[src/rtl/serial_adder_ctrl.sv]
// serial_adder_ctrl: W-bit adder that streams one bit pair per cycle through
// a single shared full-adder cell. The carry is registered between bits.
//
// Ports:
//   clock         rising-edge clock
//   reset         asynchronous active-low reset
//   io_in_*       operand channel (valid/ready); a, b are W bits, cin is bit-0 carry
//   io_out_*      result channel (valid/ready); sum is (a+b+cin) mod 2^W, cout is
//                 the carry out of bit W-1
//   io_busy       high while an operation is running or its result is pending
//
// Every output is decoded from registers, so there is no combinational path
// from any input to any output.

// 1-bit full-adder cell shared by all bit positions.
module serial_adder_fa (
    input  logic a,
    input  logic b,
    input  logic ci,
    output logic s,
    output logic co
);
    assign s  = a ^ b ^ ci;
    assign co = (a & b) | (a & ci) | (b & ci);
endmodule

module serial_adder_ctrl #(
    parameter int W = 8
) (
    input  logic         clock,
    input  logic         reset,
    input  logic         io_in_valid,
    output logic         io_in_ready,
    input  logic [W-1:0] io_in_a,
    input  logic [W-1:0] io_in_b,
    input  logic         io_in_cin,
    output logic         io_out_valid,
    input  logic         io_out_ready,
    output logic [W-1:0] io_out_sum,
    output logic         io_out_cout,
    output logic         io_busy
);
    localparam int CW = (W > 1) ? $clog2(W) : 1;

    typedef enum logic [1:0] {
        IDLE = 2'd0,
        RUN  = 2'd1,
        DONE = 2'd2
    } state_t;

    state_t        state, state_nxt;
    logic [W-1:0]  a_sh, b_sh, sum_sh, sum_nxt;
    logic          carry;
    logic [CW-1:0] cnt;
    logic          s_bit, c_bit;
    logic          accept, last_bit;

    assign accept   = io_in_valid && (state == IDLE);
    assign last_bit = (cnt == CW'(W - 1));

    serial_adder_fa u_fa (
        .a  (a_sh[0]),
        .b  (b_sh[0]),
        .ci (carry),
        .s  (s_bit),
        .co (c_bit)
    );

    // New sum bit enters at the MSB; after W shifts bit 0 has reached the LSB.
    if (W == 1) begin : g_sum_w1
        assign sum_nxt = s_bit;
    end else begin : g_sum_wn
        assign sum_nxt = {s_bit, sum_sh[W-1:1]};
    end

    always_ff @(posedge clock or negedge reset) begin
        if (!reset) state <= IDLE;
        else        state <= state_nxt;
    end

    always_comb begin
        state_nxt = state;
        case (state)
            IDLE:    if (accept)       state_nxt = RUN;
            RUN:     if (last_bit)     state_nxt = DONE;
            DONE:    if (io_out_ready) state_nxt = IDLE;
            default:                   state_nxt = IDLE;
        endcase
    end

    // Datapath. Result registers are left alone in IDLE/DONE so the result
    // holds under backpressure and input activity outside IDLE is ignored.
    always_ff @(posedge clock or negedge reset) begin
        if (!reset) begin
            a_sh   <= '0;
            b_sh   <= '0;
            sum_sh <= '0;
            carry  <= 1'b0;
            cnt    <= '0;
        end else begin
            case (state)
                IDLE: begin
                    if (accept) begin
                        a_sh   <= io_in_a;
                        b_sh   <= io_in_b;
                        carry  <= io_in_cin;
                        sum_sh <= '0;
                        cnt    <= '0;
                    end
                end
                RUN: begin
                    sum_sh <= sum_nxt;
                    carry  <= c_bit;
                    a_sh   <= a_sh >> 1;
                    b_sh   <= b_sh >> 1;
                    // Wrap on the last bit; keeps a 1-bit counter at 0 when W=1.
                    cnt    <= last_bit ? '0 : cnt + 1'b1;
                end
                default: ;
            endcase
        end
    end

    assign io_in_ready  = (state == IDLE);
    assign io_out_valid = (state == DONE);
    assign io_busy      = (state != IDLE);
    assign io_out_sum   = sum_sh;
    assign io_out_cout  = carry;

endmodule
[config.mk]
export PLATFORM = sky130hd
export DESIGN_NAME = serial_adder_ctrl
export DESIGN_NICKNAME = d
export VERILOG_FILES = /design/src/rtl/serial_adder_ctrl.sv
export SDC_FILE = /design/constraint.sdc
export NUM_CORES = 1
export LEC_CHECK = 0
export BUFFER_PORTS_ARGS = -buffer_cell sky130_fd_sc_hd__buf_2
export CORE_MARGIN = 1
export CORE_UTILIZATION = 50
export CTS_CLUSTER_SIZE = 8
export DETAILED_ROUTE_END_ITERATION = 10
export PLACE_DENSITY = 0.75
export SLEW_MARGIN = 20
export SYNTH_ARGS = -nofsm -noshare
export SYNTH_HDL_FRONTEND = slang
export SYNTH_SLANG_ARGS = --single-unit
[constraint.sdc]
create_clock -name clock -period 2 [get_ports clock]
set_input_delay 0.4 -clock clock [delete_from_list [all_inputs] [get_ports clock]]
set_output_delay 0.4 -clock clock [all_outputs]
set_load 0.03 [all_outputs]
==> impl_metrics.json <==
{
  "synth_area_sq_um": 1430,
  "path_delay_family": "flip-flops",
  "grt_pass1_vias": 1047,
  "r2r-start": "state[1]",
  "cts-htree-levels": 2,
  "grt_pass1_wl_mm": 4.81,
  "layout_common_cells": "buf_2 (32), dfrtp_1 (30), inv_1 (12)",
  "leakage_uw": 0.000803,
  "fin_tns_setup_ps": 0,
  "synth-xor-area-share_pct": 0,
  "cts_max_path_buffers": 2,
  "fp.dieW_um": 55.5,
  "synth-seq-area-share_pct": 52.4,
  "grt_antenna_before_repair": 0,
  "clk-insertion-delay-late_ps": 320,
  "grt_setup_unrepaired": "false",
  "slowest_stage": "dfrtp_1",
  "postRouteAntennaNets": 0,
  "hp-class": "input pin to asynchronous set/reset pin",
  "fin_crit_ps": 1860,
  "ys_warn_count": 0,
  "worst_ep_required_time_ps": 1600,
  "fin_ws_ps": 141,
  "gp_congestion": 0.715,
  "r2r.worst_path.cells": 2,
  "clock_skew_ps": 9.85,
  "max_cap_viol_count": 0,
  "worstSetupEndpointType": "output pin",
  "pin_count": 33,
  "first_pass_iters": 4,
  "grt_usage_pct": 20.1,
  "clock.fmax_mhz": 538,
  "rows": 19,
  "cts_made_buffers": 5,
  "use_met3_pct": 4.92,
  "cts_root_buf": "clkbuf_4",
  "drive_gt1_share_pct": 34.4,
  "tritoncts": "yes",
  "holdBufCountCts": 0,
  "crit_buf_inv": 1,
  "timing.final.crit_share_pct": 93.0,
  "synth_compound_area_share_pct": 19.7,
  "yosys.area_share.simple_pct": 17.8,
  "syn_nets": 145,
  "use_met2_pct": 29.9,
  "cts_num_sinks": 30,
  "setup_viol": 0,
  "antenna_cells_inserted": 0,
  "reg2reg_to": "a_sh[3]",
  "worstSetupPathType": "flop to output pin",
  "worstPathMaxFanout": 20,
  "final_hold_viol_count": 0,
  "fillCellCount": 229,
  "syn_avg_cell_area_sq_um": 11.8,
  "cp-start-kind": "flop",
  "grt_overflow": 0,
  "final_max_slew_viol_count": 0,
  "peakVddDrop_mv": 1.16,
  "die_area_sq_um": 3080,
  "synth-seq-cells": 30,
  "pre_cts_ws_ps": 439,
  "synthMuxAreaShare_pct": 0,
  "start_util_pct": 52.4,
  "grt-busiest-layer": "met2",
  "synthToLayoutAreaGrowth_pct": 17.9,
  "use_met1_pct": 28.6,
  "rrSetupSlack_ps": 430,
  "path_cells": "nor2b_1, buf_2",
  "synth_cells": 121,
  "wirelength_mm": 2.85,
  "dr.first_iter.drc_count": 32,
  "io_buffers": 32,
  "core_sq_um": 2730,
  "synthAdderAreaFrac_pct": 3.15,
  "dp_hpwl_mm": 1.94,
  "wire_per_inst_um": 15.4,
  "cp_slowest_stage_delay_ps": 700,
  "synth_top_family_by_area": "compound AO/OA/AOI/OAI gates",
  "vias": 1101,
  "vias_per_cell": 5.95,
  "fin_nets": 177,
  "cp_data_arrival_time_ps": 1460,
  "outcome": "complete, no violations",
  "die_h_um": 55.5,
  "synth.distinct_cells": 25,
  "worstMarginPinSlew_ps": 649,
  "drc_errors": 0,
  "cts.clk_slew.worst_paths_ps": 100,
  "power_density_nw_per_um2": 1580,
  "slew_headroom_pct": 56.7,
  "final_common_cell": "buf_2",
  "grt_start_max_net_pins": 31
}
-- kinds of logic after synthesis --
family	count (synthesis)
adders and majority gates	3
buffers and inverters	23
AOI/OAI and AO/OA	32
DFF	30
and+or+nand+nor	33
-- report_power, final --
group | switching (uW) | total (uW) | internal (uW)
Clock | 197 | 437 | 240
Sequential | 214 | 1090 | 879
Combinational | 631 | 1140 | 508
-- cells in the mapped netlist, drive strengths merged --
cell type  count  area (sq um)
dfrtp         30           751
inv           12          45.0
a22o          11          96.3
nor3b         10          75.1
a211oi         9          67.6
nor4b          9          78.8
buf            8          42.5
o221a          5          56.3
or4b           5          50.1
clkbuf         3          11.3
nand2b         3          18.8
nor2b          3          18.8
ha             2          25.0
nor2           2          7.51
a21oi          1          5.00
a221o          1          10.0
a222oi         1          10.0
a32o           1          10.0
and2           1          6.26
fa             1          20.0
o21ba          1          10.0
o21bai         1          7.51
o2bb2ai        1          8.76
-- stage by stage --
step                      hold WS, ps  util [%]  area (sq um)  total power, uW  std cells
after floorplan                   104         -          1430             1940        121
after CTS                         112      61.6          1690             2700        185
final                            96.6      61.7          1690             2670        185
after global routing              142      61.7          1690             2870        185
after global placement            459      58.8          1610             2190        177
after detailed placement          476      58.8          1610             2250        177
-- worst register-to-register path: cells and delay by family, from the launching register on --
family / cells / cell delay [ps]
AO/OA/AOI/OAI: 1 / 140
flip-flops: 1 / 590
AND/OR/NAND/NOR: 1 / 740
-- worst max-delay path by stage --
stage / from / end / slack [ps] / cells past startpoint
6_report: state[1] / io_out_valid / 140 / 2
3_3_place_gp: state[0] / io_in_ready / 490 / 2
4_1_cts: state[1] / io_in_ready / 80 / 2
3_5_place_dp: state[0] / io_in_ready / 440 / 2
5_1_grt: state[1] / io_out_valid / 30 / 2
2_1_floorplan: state[0] / io_busy / 210 / 3
-- layer usage --
metal  up-vias  wire (um)  share of wire, %
met3         5        137               4.8
met2        34       1410                49
met4         0         36               1.3
met1       545       1260                44
met5         -          0                 0
li1        517          -                 -
-- sequential cells by signal, indices dropped and copies added (netlist names) --
name	flops
io_out_sum	8
a_sh	8
b_sh	8
cnt	3
io_out_cout	1
state	2
-- what timing repair did --
item,in CTS,in global routing
setup buffers,0,0
gates resized for setup,0,1
hold endpoints to repair,0,0
endpoints found under the setup margin,0,2
-- final cells by class --
class                      count  area, sq um  area share, %
timing repair buffer          36          190           11.3
inverter                      12         45.0           2.67
multi-input combinational     68          584           34.6
tap                           31         38.8           2.30
clock buffer                   8         78.8           4.67
sequential                    30          751           44.5
Power figures use the tool's default switching activity.
